--- src/rtl/tomasulo_regfile.sv ---
// Purpose: architectural register file with per-register rename state (busy + producer tag), CDB writeback and flush.
// Latency: reads are combinational with same-cycle CDB bypass; writes, renames and busy_count take effect at the next clk edge.
// Backpressure: none; issue, CDB and flush are accepted every cycle, and flush overrides issue and CDB.
module tomasulo_regfile #(
    parameter int DATA_W = 32,
    parameter int ADDR_W = 5,
    parameter int TAG_W  = 4,
    parameter int NUM_RD = 2
) (
    input  logic                     clk,
    input  logic                     rst,
    input  logic                     issue_en,
    input  logic [ADDR_W-1:0]        issue_rd,
    input  logic [TAG_W-1:0]         issue_tag,
    input  logic                     cdb_valid,
    input  logic [TAG_W-1:0]         cdb_tag,
    input  logic [DATA_W-1:0]        cdb_data,
    input  logic                     flush,
    input  logic [NUM_RD*ADDR_W-1:0] rd_addr,
    output logic [NUM_RD*DATA_W-1:0] rd_data,
    output logic [NUM_RD-1:0]        rd_busy,
    output logic [NUM_RD*TAG_W-1:0]  rd_tag,
    output logic [ADDR_W:0]          busy_count,
    input  logic [ADDR_W-1:0]        dbg_addr,
    output logic [DATA_W-1:0]        dbg_data
);

    localparam int DEPTH = 2 ** ADDR_W;

    logic [DATA_W-1:0] data_q [DEPTH];
    logic [TAG_W-1:0]  tag_q  [DEPTH];
    logic [DEPTH-1:0]  busy_q;
    logic [DEPTH-1:0]  busy_d;
    logic [DEPTH-1:0]  cdb_hit;
    logic [ADDR_W:0]   count_d;
    logic              issue_ok;

    // r0 is hardwired, so a claim on it is simply dropped
    assign issue_ok = issue_en && (issue_rd != '0);

    // Registers waiting on the broadcasting tag; r0 can never be waiting
    always_comb begin
        cdb_hit = '0;
        for (int i = 1; i < DEPTH; i++) begin
            cdb_hit[i] = cdb_valid && busy_q[i] && (tag_q[i] == cdb_tag);
        end
    end

    // Next busy vector: flush wins, else CDB clears and issue sets (issue last so it wins on the same register)
    always_comb begin
        busy_d = busy_q;
        if (flush) begin
            busy_d = '0;
        end else begin
            busy_d = busy_q & ~cdb_hit;
            if (issue_ok) begin
                busy_d[issue_rd] = 1'b1;
            end
        end
        busy_d[0] = 1'b0;
    end

    // Popcount of the post-update busy vector, registered as busy_count
    always_comb begin
        count_d = '0;
        for (int i = 0; i < DEPTH; i++) begin
            count_d = count_d + (ADDR_W+1)'(busy_d[i]);
        end
    end

    // Data array: CDB writes every matching register; flush drops the broadcast
    always_ff @(posedge clk or posedge rst) begin
        if (rst) begin
            for (int i = 0; i < DEPTH; i++) begin
                data_q[i] <= '0;
            end
        end else if (!flush) begin
            for (int i = 0; i < DEPTH; i++) begin
                if (cdb_hit[i]) begin
                    data_q[i] <= cdb_data;
                end
            end
        end
    end

    // Tag array: flush clears everything, issue stamps the new producer
    always_ff @(posedge clk or posedge rst) begin
        if (rst) begin
            for (int i = 0; i < DEPTH; i++) begin
                tag_q[i] <= '0;
            end
        end else if (flush) begin
            for (int i = 0; i < DEPTH; i++) begin
                tag_q[i] <= '0;
            end
        end else if (issue_ok) begin
            tag_q[issue_rd] <= issue_tag;
        end
    end

    // Busy vector and its registered population count
    always_ff @(posedge clk or posedge rst) begin
        if (rst) begin
            busy_q     <= '0;
            busy_count <= '0;
        end else begin
            busy_q     <= busy_d;
            busy_count <= count_d;
        end
    end

    // Read ports see pre-issue state, with a same-cycle bypass from the CDB
    always_comb begin
        logic [ADDR_W-1:0] a;
        a       = '0;
        rd_data = '0;
        rd_busy = '0;
        rd_tag  = '0;
        for (int k = 0; k < NUM_RD; k++) begin
            a = rd_addr[k*ADDR_W +: ADDR_W];
            if (!rst && (a != '0)) begin
                if (cdb_hit[a]) begin
                    rd_data[k*DATA_W +: DATA_W] = cdb_data;
                end else if (busy_q[a]) begin
                    rd_data[k*DATA_W +: DATA_W] = data_q[a];
                    rd_busy[k]                  = 1'b1;
                    rd_tag[k*TAG_W +: TAG_W]    = tag_q[a];
                end else begin
                    rd_data[k*DATA_W +: DATA_W] = data_q[a];
                end
            end
        end
    end

    // Debug port shows the raw stored value, without the CDB bypass
    assign dbg_data = rst ? '0 : data_q[dbg_addr];

endmodule
--- config.mk ---
export PLATFORM = sky130hd
export DESIGN_NAME = tomasulo_regfile
export DESIGN_NICKNAME = d
export VERILOG_FILES = /design/src/rtl/tomasulo_regfile.sv
export SDC_FILE = /design/constraint.sdc
export NUM_CORES = 2
export LEC_CHECK = 0
export CAP_MARGIN = 20
export CORE_UTILIZATION = 50
export CTS_CLUSTER_SIZE = 16
export DETAILED_ROUTE_END_ITERATION = 10
export PLACE_DENSITY = 0.71
export RECOVER_POWER = 25
export SYNTH_ARGS = -nofsm -noshare
export SYNTH_HDL_FRONTEND = slang
export SYNTH_SLANG_ARGS = --single-unit
--- constraint.sdc ---
create_clock -name clk -period 123.4 [get_ports clk]
set_input_delay 30.85 -clock clk [delete_from_list [all_inputs] [get_ports clk]]
set_output_delay 30.85 -clock clk [all_outputs]
set_load 0.01 [all_outputs]
-- Yosys cells after proc, flatten, opt, wreduce, memory -nomap -nowiden
Index checks and enable logic that the tools add are counted.
Widths: inputs -> output; s select.
- $add $sub $neg: 30
- order comparisons: 9
- equality and inequality tests: 31
- muxes and demuxes: 49
- bitwise gates (word level): 8
- reduce and logical (&&, ||, !) cells: 103
- operators by type and width (kind ; count):
    $bmux 32 s5 ; 3
    $mux 32 ; 13
    $mux 128 ; 2
    $add 6x1->6 ; 25
    $bwmux 128 ; 1
    $eq 4x4->1 ; 31
    $logic_and 1x1->1 ; 67
    $reduce_and 2->1 ; 31
    $mux 4 ; 11
    $bmux 4 s5 ; 2
    $and 32x32->32 ; 1
    $not 32->32 ; 1
    $or 32x32->32 ; 1
    $ge 6x6->1 const B ; 4
    $not 5->6 ; 4
    $bmux 1 s5 ; 4
    $demux 4 s5 ; 1
    $lt 5x6->1 const B ; 3
    $reduce_bool 5->1 ; 3
    $mux 1 ; 11
    $add 5x1->6 ; 1
    $lt 6x1->1 const B ; 1
    $add 4x1->5 ; 1
    $demux 1 s5 ; 1
    7 further kinds ; 7
- bits in registers: 1157
- output and inout bits: 112
- logic and storage cells: 295

-- Logic depth before layout (Yosys ltp)
- depth after elaboration: 37
- gate-level depth with buffers: 24

-- Least setup slack after synthesis
No wires, ideal clock.
- kind: input-to-output
- start point: input port rst
- end point: output port rd_data[33]
- arrival time: 59.131 ns
- required time: 92.550 ns
- slack: 33.419 ns
- stages on the path: 6
- buffers on the path: 1
- path through: clkbuf_1 -> inv_1 -> nand2_1 -> a21oi_1 -> o211ai_1 -> mux2i_1
- longest elaborated chain between the ends: 3
- RTL lines (what ; RTL line ; text):
    from (decl) ; 11 ; input logic rst,
    $logic_not 1->1 ; 121 ; if (!rst && (a != '0)) begin
    $logic_and 1x1->1 ; 121 ;
    $mux 32 ; 121 ;
    to (decl) ; 20 ; output logic [NUM_RD*DATA_W-1:0] rd_data,
Every way passes these cells.

-- Final worst setup path
- start point: input port rst
- end point: output port rd_data[46]
The elaborated chain is that of the path after synthesis.

==> run_results.csv <==
group,metric,value,unit
timing,max_slew_margin,-190.3,%
synth,ys_ff_latch,1157,
place,globalplace.congestion,0.9576,
run,cap_viol_max_count,15,
synth,synth-main-ff-cell,"dfrtp_1",
grt,antenna_found_initial,13,
setup_path,r2r_start,"tag_q[71]",
setup_path,start_kind,"input pin",
routing,dr.pass1.iters,10,
setup_path,r2r_end,"busy_count[4]",
grt,grt-ovfl-total,0,
die,fp-row-count,140,
timing,worst_pin_slew,4.354,ns
timing,final.min_clock_period,69.72,ns
routing,vias_per_cell,7.309,
die,fp.coreArea,145700,µm²
setup_path,worstPathMaxFanout,60,
die,dieArea,148500,µm²
routing,postRouteAntennaNets,0,
pwr,peakVddDrop,10.84,µV
finish,fillers,11530,
finish,drive_gt1_share,46.87,%
grt,grt_usage,34.07,%
place,dp_hpwl,144700,µm
clock_tree,cts_buffers,134,
grt,grt_pass1_wl,367100,µm
synth,synthArstFlopShare,100.0,%
pwr,power.leakage,35.08,nW
grt,grt_max_degree,149,
timing,period_share,56.50,%
routing,routedWlPerCell,34.90,µm
clock_tree,cts_buffer_depth,3,
synth,syn_area,73500,µm²
clock_tree,clock_sinks,1157,
finish,area_delta_synth_final,11.07,%
clock_tree,post_cts_buffers,0,
clock_tree,holdBufCountCts,0,
clock_tree,cts_tree,"done",
synth,syn_area_per_cell,14.10,µm²
setup_path,required,92.55,ns
die,die_w,385.4,µm
die,start_util,50.43,%
clock_tree,cts_root_buffer,"clkbuf_16",
worst_hold_path,min_path_type,"reg2reg",
setup_path,cp-endpoint,"rd_data[46]",
routing,drc,0,
timing,finalMaxSlewViolations,846,
timing,setup_violations,0,
finish,ff_latch_area,28950,µm²
synth,synth-edff-count,0,
routing,wirelength,249000,µm
synth,synth.distinct_cells,76,
timing,setup_tns,0,ns
grt,grt_pass1_vias,52240,
routing,drt_iter0_markers,7505,
outcome,status,"finished with violations",
clock_tree,path_clk_slew,0.06,ns
synth,ys_warn_count,0,
synth,syn_nets,5306,
timing,max_freq,14.34,MHz
setup_path,path_class,"in2out",
outcome,violations,"max-capacitance violations, max-slew violations",
timing,worst_clock_skew,0.04664,ns
finish,multi_input_area,42320,µm²
setup_path,regToRegSetupSlack,116.55,ns
finish,nNetsFinal,5208,
setup_path,endpoint_kind,"primary output",
routing,vias,52150,
synth,ys_seq_area_share,39.39,%
clock_tree,ctsHtreeMaxLevel,4,
timing,rsz0062_at_grt,"no",
clock_tree,cts_resized,0,
setup_path,reg2regPathDepth,20,
pwr,power_density,10.90,nW/µm²
setup_path,cp_data_arrival_time,38.87,ns
synth,syn_inst,5211,
timing,finalHoldViolCount,0,
finish,final_util,56.02,%
setup_path,startpoint,"rst",
clock_tree,insertion_delay,0.81,ns
die,ios,177,
place,numPortBuffers,176,
die,die_h,385.4,µm
-- metal layers --
| layer | track usage [%] | vias up | wire length [µm] |
|---|---|---|---|
| met5 | 0 | - | 144 |
| met4 | 17.58 | 16 | 14890 |
| met3 | 10.40 | 875 | 31500 |
| met2 | 50.22 | 3677 | 112000 |
| met1 | 45.66 | 27420 | 90460 |
| li1 | - | 20170 | - |
-- stage by stage --
stage / cell area, µm² / hold slack [ns] / cells / power, W / setup WS, ns
2_1_floorplan: 73500 / 0.4769 / 5211 / 0.0004503 / 33.42
3_3_place_gp: 76740 / 0.4966 / 6874 / 0.0004819 / 56.44
3_5_place_dp: 76820 / 0.5126 / 6879 / 0.0004830 / 56.43
4_1_cts: 81320 / 0.5218 / 7119 / 0.0008898 / 56.43
5_1_grt: 81640 / 0.5461 / 7135 / 0.0009118 / 53.19
6_report: 81640 / 0.5215 / 7135 / 0.0008902 / 53.68
-- cells in the final DEF, fill, tap and decap left out, types with 8 or more instances in the layout --
master and n:
a221oi_1 21, nor2_1 176, inv_1 56, buf_2 9, fa_1 23, clkinv_2 16
o21ai_1 12, xor2_1 59, nand3_1 82, o21ai_0 80, a21o_1 13, o211ai_1 42
nand2_1 271, xnor2_1 32, a21oi_1 122, nor2b_1 18, mux2_2 1086, nor3_1 24
dfrtp_1 1157, buf_8 8, nor2_4 35, mux4_2 923, and3_1 15, a22oi_1 21
buf_16 13, or4_1 14, a222oi_1 13, clkbuf_16 139, a22o_1 46, clkbuf_8 33
nand4_1 16, mux2i_1 148, clkdlybuf4s50_1 154, a31oi_1 23, a221o_1 12, o22ai_1 8
buf_4 119, clkbuf_1 50
-- cell families (layout without fill, tap and decap cells) --
| kind of cell | count (synthesis) | count (layout) | share of synthesized area, % |
|---|---|---|---|
| AO/OA/AOI/OAI | 446 | 446 | 4.063 |
| flip-flops | 1157 | 1157 | 39.39 |
| adder cells (fa/ha/maj) | 30 | 30 | 0.7456 |
| AND/OR/NAND/NOR | 701 | 701 | 4.303 |
| XOR/XNOR | 91 | 91 | 1.084 |
| other | 0 | 1 | 0 |
| multiplexers | 2157 | 2157 | 46.94 |
| buffers and inverters | 629 | 635 | 3.476 |
-- cells in the mapped netlist (25+ instances only) --
library cell / instances / area (µm²)
buf_1: 83 / 311.6
nand2_1: 272 / 1021
buf_2: 44 / 220.2
o211ai_1: 42 / 315.3
nand3_1: 82 / 410.4
mux4_2: 923 / 20790
clkbuf_1: 412 / 1546
inv_1: 58 / 217.7
o21ai_0: 80 / 400.4
xor2_1: 59 / 516.8
xnor2_1: 32 / 280.3
a21oi_1: 124 / 620.6
a22o_1: 46 / 402.9
mux2i_1: 148 / 1481
nor3_1: 25 / 125.1
mux2_2: 1086 / 12230
dfrtp_1: 1157 / 28950
nor2_1: 211 / 792.0
-- sequential cells by signal, summed over array words and instances (netlist names) --
| signal | flops |
|---|---|
| tag_q | 128 |
| data_q | 992 |
| busy_count | 6 |
| busy_q | 31 |
-- layout make-up --
cell class | instances | area share (%)
antenna | 1 | 0.003065
clock inverter | 36 | 0.6146
inverter | 67 | 0.3188
sequential | 1157 | 35.46
multi-input combinational | 3425 | 51.84
clock buffer | 204 | 4.900
timing repair buffer | 328 | 3.920
tap | 1917 | 2.938
-- where the power goes --
part | leakage (nW) | total [W] | internal (W) | switching, W
clock | 2.21 | 0.000411 | 0.000240 | 0.000171
sequential | 16.1 | 0.000386 | 0.000383 | 0.00000327
combinational | 16.7 | 0.0000931 | 0.0000318 | 0.0000612
-- critical path: stages --
cell and delay [ns]:
buf_2 0.08, clkbuf_1 1.53, clkinvlp_2 3.10, nand2_2 1.38, buf_4 0.66, a21oi_1 0.17
o211ai_1 0.32, mux2i_1 0.15, clkdlybuf4s50_1 0.52
-- worst min path at each step --
| stage | start | to | slack, ns | cells after the start |
|---|---|---|---|---|
| 2_1_floorplan | tag_q[124] | tag_q[124] | 0.48 | 1 |
| 3_3_place_gp | tag_q[126] | tag_q[126] | 0.50 | 1 |
| 3_5_place_dp | tag_q[126] | tag_q[126] | 0.51 | 1 |
| 4_1_cts | tag_q[126] | tag_q[126] | 0.52 | 1 |
| 5_1_grt | tag_q[127] | tag_q[127] | 0.55 | 1 |
| 6_report | tag_q[126] | tag_q[126] | 0.52 | 1 |
Note: power is estimated with default switching activity, not from simulation.
